File: src/rtl/dmem_arb_pkg.sv
// dmem_arb_pkg: shared constants and response bundle for dmem_arbiter.
// Address checking of granted accesses is built in with DMEM_ARB_ADDR_CHK_EN.
package dmem_arb_pkg;

  localparam logic PORT_CORE = 1'b0;
  localparam logic PORT_DBG  = 1'b1;

  localparam int DMEM_WORDS   = 256;
  localparam int DMEM_IDX_LSB = 2;
  localparam int DMEM_IDX_MSB = 9;

  localparam int MAX_WAIT_DEF = 4;
  localparam int WAIT_W       = 4;

  typedef struct packed {
    logic        valid;
    logic        owner;
    logic        err;
    logic [31:0] data;
  } rsp_t;

  // Outside the 256-word window or not word aligned.
  function automatic logic addr_illegal(input logic [31:0] a);
    return (a[31:DMEM_IDX_MSB+1] != '0) ||
           (a[DMEM_IDX_LSB-1:0] != '0);
  endfunction

endpackage

File: src/rtl/dmem_arb_starve_ctr.sv
// dmem_arb_starve_ctr: counts cycles the debug port is denied and
// raises force_p1 once the count reaches MAX_WAIT.
module dmem_arb_starve_ctr
  import dmem_arb_pkg::*;
#(
  parameter int MAX_WAIT = MAX_WAIT_DEF
) (
  input  logic clk,
  input  logic rst,
  input  logic p1_req,
  input  logic p1_gnt,
  output logic force_p1
);

  localparam logic [WAIT_W-1:0] MAX_W = WAIT_W'(MAX_WAIT);

  logic [WAIT_W-1:0] wait_cnt;

  // A grant clears even when the count is saturated.
  always_ff @(posedge clk or posedge rst) begin
    if (rst) begin
      wait_cnt <= '0;
    end else if (p1_gnt || !p1_req) begin
      wait_cnt <= '0;
    end else if (wait_cnt != MAX_W) begin
      wait_cnt <= wait_cnt + WAIT_W'(1);
    end
  end

  assign force_p1 = (wait_cnt == MAX_W);

endmodule

File: src/rtl/dmem_arbiter.sv
// dmem_arbiter: shares dmem between the LSU (port 0) and debug/DMA (port 1).
// Define DMEM_ARB_ADDR_CHK_EN to block and flag illegal addresses.
module dmem_arbiter
  import dmem_arb_pkg::*;
#(
  parameter int MAX_WAIT = MAX_WAIT_DEF,
  parameter int CNT_W    = 16
) (
  input  logic             clk,
  input  logic             rst,
  input  logic             p0_req,
  input  logic             p0_we,
  input  logic [31:0]      p0_addr,
  input  logic [31:0]      p0_wdata,
  input  logic             p1_req,
  input  logic             p1_we,
  input  logic [31:0]      p1_addr,
  input  logic [31:0]      p1_wdata,
  output logic             p0_gnt,
  output logic             p0_rvalid,
  output logic [31:0]      p0_rdata,
  output logic             p0_err,
  output logic             p1_gnt,
  output logic             p1_rvalid,
  output logic [31:0]      p1_rdata,
  output logic             p1_err,
  output logic             mem_read,
  output logic             mem_write,
  output logic [31:0]      mem_addr,
  output logic [31:0]      mem_wdata,
  input  logic [31:0]      mem_rdata,
  output logic [CNT_W-1:0] conflict_cnt
);

  logic        force_p1;
  logic        any_gnt;
  logic        sel_we;
  logic        illegal;
  logic [31:0] sel_addr;
  logic [31:0] sel_wdata;
  rsp_t        rsp_d;
  rsp_t        rsp_q;

  dmem_arb_starve_ctr #(
    .MAX_WAIT(MAX_WAIT)
  ) u_starve (
    .clk     (clk),
    .rst     (rst),
    .p1_req  (p1_req),
    .p1_gnt  (p1_gnt),
    .force_p1(force_p1)
  );

  always_comb begin
    p0_gnt = 1'b0;
    p1_gnt = 1'b0;
    if (!rst) begin
      p1_gnt = p1_req && (!p0_req || force_p1);
      p0_gnt = p0_req && !p1_gnt;
    end
  end

  assign any_gnt = p0_gnt || p1_gnt;

  always_comb begin
    sel_we    = 1'b0;
    sel_addr  = '0;
    sel_wdata = '0;
    unique case (1'b1)
      p0_gnt: begin
        sel_we    = p0_we;
        sel_addr  = p0_addr;
        sel_wdata = p0_wdata;
      end
      p1_gnt: begin
        sel_we    = p1_we;
        sel_addr  = p1_addr;
        sel_wdata = p1_wdata;
      end
      default: ;
    endcase
  end

`ifdef DMEM_ARB_ADDR_CHK_EN
  assign illegal = any_gnt && addr_illegal(sel_addr);
`else
  assign illegal = 1'b0;
`endif

  assign mem_read  = any_gnt && !sel_we && !illegal;
  assign mem_write = any_gnt && sel_we && !illegal;
  assign mem_addr  = sel_addr;
  assign mem_wdata = sel_wdata;

  always_comb begin
    rsp_d       = '0;
    rsp_d.valid = any_gnt;
    rsp_d.owner = p1_gnt ? PORT_DBG : PORT_CORE;
    rsp_d.err   = illegal;
    rsp_d.data  = mem_read ? mem_rdata : '0;
  end

  always_ff @(posedge clk or posedge rst) begin
    if (rst) begin
      rsp_q <= '0;
    end else begin
      rsp_q <= rsp_d;
    end
  end

  always_ff @(posedge clk or posedge rst) begin
    if (rst) begin
      conflict_cnt <= '0;
    end else if (p0_req && p1_req && (conflict_cnt != '1)) begin
      conflict_cnt <= conflict_cnt + CNT_W'(1);
    end
  end

  assign p0_rvalid = rsp_q.valid && (rsp_q.owner == PORT_CORE);
  assign p1_rvalid = rsp_q.valid && (rsp_q.owner == PORT_DBG);
  assign p0_rdata  = p0_rvalid ? rsp_q.data : '0;
  assign p1_rdata  = p1_rvalid ? rsp_q.data : '0;
  assign p0_err    = p0_rvalid && rsp_q.err;
  assign p1_err    = p1_rvalid && rsp_q.err;

endmodule

File: config.mk
export PLATFORM = sky130hd
export DESIGN_NAME = dmem_arbiter
export DESIGN_NICKNAME = d
export VERILOG_FILES = /design/src/rtl/dmem_arb_pkg.sv /design/src/rtl/dmem_arb_starve_ctr.sv /design/src/rtl/dmem_arbiter.sv
export SDC_FILE = /design/constraint.sdc
export NUM_CORES = 1
export LEC_CHECK = 0
export ABC_CLOCK_PERIOD_IN_PS = 2900
export CAP_MARGIN = 20
export CORE_AREA = 2 2 125 127
export CTS_BUF_LIST = sky130_fd_sc_hd__clkbuf_4 sky130_fd_sc_hd__clkbuf_8 sky130_fd_sc_hd__clkbuf_16
export DETAILED_ROUTE_END_ITERATION = 8
export DIE_AREA = 0 0 127 129
export PLACE_DENSITY = 0.6
export SYNTH_ARGS = -nofsm -noshare
export SYNTH_HDL_FRONTEND = slang
export SYNTH_SLANG_ARGS = --single-unit
File: constraint.sdc
create_clock -name clk -period 2.9 [get_ports clk]
set_input_delay 0.87 -clock clk [delete_from_list [all_inputs] [get_ports clk]]
set_output_delay 0.87 -clock clk [all_outputs]
set_load 0.01 [all_outputs]
After elaboration in Yosys (flattened, before gate mapping):

Cells that the tools add are included.

* flip-flop bits (word level): 54
* input bits: 166

* equality and inequality tests: 3
* add/subtract/negate cells: 2
* mux-type cells: 11
* bitwise operators: 1
* reduce and logical (&&, ||, !) cells: 16

Operator list (count)
* $pmux 32 s2: 2
* $mux 32: 3
* $add 16x1->16 const B: 1
* $ne 16x16->1 const B: 1
* $logic_and 1x1->1: 8
* $mux 4: 2
* $add 4x1->4 const B: 1
* $eq 4x3->1 const B: 1
* $logic_not 1->1: 4
* $ne 4x3->1 const B: 1
* $logic_or 1x1->1: 3
* $mux 1: 3
* $pmux 1 s2: 1
* $reduce_bool 2->1: 1
* $not 1->1: 1

Logic depth before layout (Yosys ltp):

* word-level depth: 10
* gate-level depth with buffers: 8
* gate-level depth less buffers: 6

By module:

A second synthesis with hierarchy kept.

* cell total of the unflattened synthesis: 333
* area total of the unflattened synthesis: 3300.7 µm²

Modules (own cells, without submodules)
* dmem_arbiter: times used 1, cells each 309, sequential area each 1251.2 µm², area each 3045.4 µm²
* dmem_arb_starve_ctr: times used 1, cells each 24, sequential area each 100.1 µm², area each 255.2 µm²

Worst setup path before layout:

OpenSTA, ideal clock, no wires.

* path kind: input to output
* from: input port p1_req
* to: output port mem_addr[0]
* data required time: 2030 ps
* stages: 5
* path buffers: 1
* arrival: 1735 ps
* path slack: 295 ps
* cells stage by stage: inv_2 > o21ai_1 > nor2_1 > clkbuf_1 > a22o_1

* longest elaborated chain between the ends: 5
* elaborated cells between the ends (all ways): 6
* those cells by class: mux: 3; reduce/logical: 3

RTL lines
* from (decl): line dmem_arbiter.sv:15 `input logic p1_req,`
* $logic_and 1x1->1: line dmem_arbiter.sv:58 `p1_gnt = p1_req && (!p0_req || force_p1);`
* $logic_not 1->1: line dmem_arbiter.sv:59 `p0_gnt = p0_req && !p1_gnt;`
* $logic_and 1x1->1: line dmem_arbiter.sv:59
* $mux 1: line dmem_arbiter.sv:57 `if (!rst) begin`
* via p0_gnt: line dmem_arbiter.sv:19 `output logic p0_gnt,`
* $pmux 32 s2: line dmem_arbiter.sv:69 `unique case (1'b1)`
* to (decl): line dmem_arbiter.sv:29 `output logic [31:0] mem_addr,`

The timed path passes the listed nets, and every way through them passes these cells.

Worst setup path in the final report:

* from: input port p0_req
* to: output port mem_addr[10]

* longest elaborated chain between the ends: 7
* elaborated cells between the ends (all ways): 8
* those cells by class: mux: 3; reduce/logical: 5

RTL lines
* from (decl): line dmem_arbiter.sv:11 `input logic p0_req,`
* $logic_not 1->1: line dmem_arbiter.sv:58
* $logic_or 1x1->1: line dmem_arbiter.sv:58
* $logic_and 1x1->1: line dmem_arbiter.sv:58
* $logic_not 1->1: line dmem_arbiter.sv:59
* $logic_and 1x1->1: line dmem_arbiter.sv:59
* $mux 1: line dmem_arbiter.sv:57
* $pmux 32 s2 *: line dmem_arbiter.sv:69

Mark *: on every way between the ends. The rest lies on a longest branch, timed or not.

==> impl_metrics.toml <==
[logic_synthesis]
ys_dominant_reg_cell = "sky130_fd_sc_hd__dfrtp_1"
synth_common_cells = "sky130_fd_sc_hd__and2_1 (67), sky130_fd_sc_hd__a22o_1 (65), sky130_fd_sc_hd__dfrtp_1 (54)"
synth-edff-count = 0
synth_seq_cells = 54
synth_cells = 334
synthDistinctLibCells = 40
postSynth.asyncResetShare = 1.00
ys_seq_area_frac = 0.413
synth_top_cell_area_share = 0.413
most_used_standard_cell_by_instance_count_after_synthesis = "sky130_fd_sc_hd__and2_1"
avgSynthCellArea_um2 = 9.80
yosys_warnings = 0
yosysTopAreaCell = "sky130_fd_sc_hd__dfrtp_1"
synth_area_leaders = "sky130_fd_sc_hd__dfrtp_1 (41%), sky130_fd_sc_hd__a22o_1 (17%), sky130_fd_sc_hd__and2_1 (13%), sky130_fd_sc_hd__and3_1 (6.3%), sky130_fd_sc_hd__xnor2_1 (2.4%)"
synthesis.area_um2 = 3270

[min_path]
hold_path_startpoint = "conflict_cnt[0]"
worst_hold_path_type = "reg2reg"
hold-path-cell-count = 1
worst_hold_path.endpoint = "conflict_cnt[0]"

[global_routing]
globalRouteMet1Util = 0.218
grt_antenna_before_repair = 0
globalRoute.busiestLayer = "met2"
overflow = 0
grt_usage = 0.181
grtUsageMet2 = 0.329
grt_first_pass_wirelength_mm = 23.2
largest_net_degree_at_the_start_of_global_routing = 39
grt.met3_usage = 0.0328
grt_pass1_vias = 4112

[die]
start_util = 0.219
core_area_um2 = 15000
design.portCount = 318
die_x_um = 127
row_count = 45
die_y_um = 129
total_die_area_um2 = 16400

[timing]
max_freq_ghz = 0.344
clock-skew-final_ps = 6.11
finalWorstPathRequiredPeriod_ps = 2910
rsz0062_at_grt = "yes"
finalHoldViolations = 0
holdWs_ps = 533
post-route-period-util = 1.00
setup_viol = 1
timing_max_transition_violations_final = 0
final_critical_path_setup_slack_ps = -6.77

[pwr]
clkPwrFrac = 0.253
netSwitchingFraction = 0.298
power.density_nw_per_um2 = 343
leakage_nw = 3.18
power.ir.vdd_worst_uv = 205
cell_internal_pwr_mw = 1.67
seq_power_share = 0.378
reported_net_switching_power_mw = 0.711
power_frac_comb = 0.369

[clocking]
clock_insertion_delay_at_the_later_pin_of_the_skew_report_ps = 290
htree_num_levels = 2
clk_transition_reported_paths_ps = 70
ctsHoldBuffers = 0
cts-buffers-inserted = 5
clock_sinks = 54
tritoncts = "done"
cts.root.buffer_cell = "sky130_fd_sc_hd__clkbuf_16"
cts_max_path_buffers = 2

[place]
placement.cell_area_um2 = 6730
globalplace.congestion = 0.786
place_hpwl_mm = 11.6
buffer_ports.inserted = 315

[finish]
ff_latch_area_um2 = 1350
design_area_um2 = 6960
area_of_combinational_cells_with_multiple_inputs_um2 = 1790
final_net_count = 842
antenna_cells = 0
final_layout_size_suffix_gt1_frac = 0.200
flow.area_growth_from_synthesis_pct = 112
layout.filler_cells = 1420

[setup_path]
critPathMaxStageDelay_ps = 280
timing.rr.end = "rsp_q[24]"
worst_path_class_setup = "in2out"
cp-start-kind = "primary input"
r2r-start = "u_starve.wait_cnt[1]"
path_common_cell = "sky130_fd_sc_hd__buf_6"
worst-r2r-setup-slack_ps = 880
critical_path.slowest_cell = "sky130_fd_sc_hd__a211oi_4"
worst-path-max-fanout = 4
path_cells = "buf_2, a211oi_4, buf_6, buf_6, buf_6, a22o_1, buf_2"
type_of_destination_of_the_critical_path = "output port"
critical_path_arrival_ps = 2040
ff2ff_path_depth = 9
worstPathRequired_ps = 2030

[drt]
drt-total-wl_mm = 15.8
num_vias = 4036
vias_per_cell = 4.68
firstDrtPassIters = 4
drt_drc_violations_left = 0
ant_nets = 0
drt_iter0_drc = 214
drt-wirelength-per-cell_um = 18.3

[run_status]
status = "complete, but fails checks"
violations_in_the_final_reports = "setup timing"

[job]
max_cap_violations = 0
[cell usage in the layout, fill, tap and decap left out, types with 6 or more instances in the layout]
master	count
sky130_fd_sc_hd__a21oi_1	6
sky130_fd_sc_hd__a22o_1	65
sky130_fd_sc_hd__and2_1	67
sky130_fd_sc_hd__and3_1	33
sky130_fd_sc_hd__buf_12	6
sky130_fd_sc_hd__buf_2	63
sky130_fd_sc_hd__buf_4	29
sky130_fd_sc_hd__buf_6	8
sky130_fd_sc_hd__clkbuf_16	7
sky130_fd_sc_hd__clkdlybuf4s50_1	244
sky130_fd_sc_hd__dfrtp_1	54
sky130_fd_sc_hd__nand3_1	6
sky130_fd_sc_hd__nand4_1	9
sky130_fd_sc_hd__nor2_1	8
sky130_fd_sc_hd__xnor2_1	9
[through the flow]
stage / cells / TNS, ps / utilization / worst slack [ps] / power [mW]
after floorplan: 335 / 0 / - / 295 / 1.21
after global placement: 831 / -50620 / 0.450 / -794 / 1.76
after detailed placement: 831 / -50600 / 0.450 / -797 / 1.78
after CTS: 862 / -959 / 0.464 / -70.4 / 2.41
after global routing: 862 / -1830 / 0.465 / -56.5 / 2.52
final: 862 / -6.77 / 0.465 / -6.77 / 2.38
[power groups by stage]
stage	Sequential, mW	Clock (mW)	Combinational, mW
final	0.902	0.603	0.881
after global routing	0.913	0.663	0.946
after CTS	0.900	0.621	0.885
after detailed placement	0.912	0	0.864
after global placement	0.908	0	0.855
after floorplan	0.912	0	0.299
[layer usage]
layer / vias to the layer above / share of wire
li1: 1892 / -
met1: 1905 / 0.39
met2: 219 / 0.52
met3: 20 / 0.068
met4: 0 / 0.023
met5: - / 0
[cell families (layout without fill, tap and decap cells)]
family          after synthesis  in the layout  share of synthesized area
other cells                   1              2                    0.00115
simple gates                142            142                      0.267
fa+ha+maj                     3              3                     0.0115
flops                        54             54                      0.413
buf+inv                      36            375                     0.0539
compound gates               84             84                      0.214
mux                           3              3                     0.0103
xor+xnor                     11             11                     0.0294
[area by class of cell]
class                   count  area share
clock buffers               5      0.0180
well taps                 188      0.0338
clock inverters             3     0.00342
inverters                   7     0.00378
multi-input cells         245       0.257
repair buffers            360       0.490
flip-flops and latches     54       0.194
[sequential cells by signal, indices dropped and copies added (netlist names)]
name / count
rsp_q: 34
conflict_cnt: 16
u_starve.wait_cnt: 4
[critical path, delay by kind of cell]
| kind | cells | cell delay [ps] |
|---|---|---|
| buffers and inverters | 5 | 680 |
| AOI/OAI and AO/OA | 2 | 470 |
[worst max path at each step]
stage,startpoint,endpoint,slack [ps],depth (start not counted)
after floorplan,p1_req,mem_addr[0],290,5
after global placement,p1_req,mem_wdata[7],-790,6
after detailed placement,p0_req,mem_addr[10],-800,6
after CTS,u_starve.wait_cnt[1],mem_addr[9],-70,9
after global routing,u_starve.wait_cnt[1],mem_addr[10],-60,9
final,p0_req,mem_addr[10],-7,7
[what timing repair did]
item	in CTS	in global routing
cloned	8	2
gates resized for setup	303	7
pin swaps	8	15
buffers inserted	15	3
hold endpoints to repair	0	0
setup endpoints to repair	68	67
No activity file was read; power rests on OpenSTA's default activity.
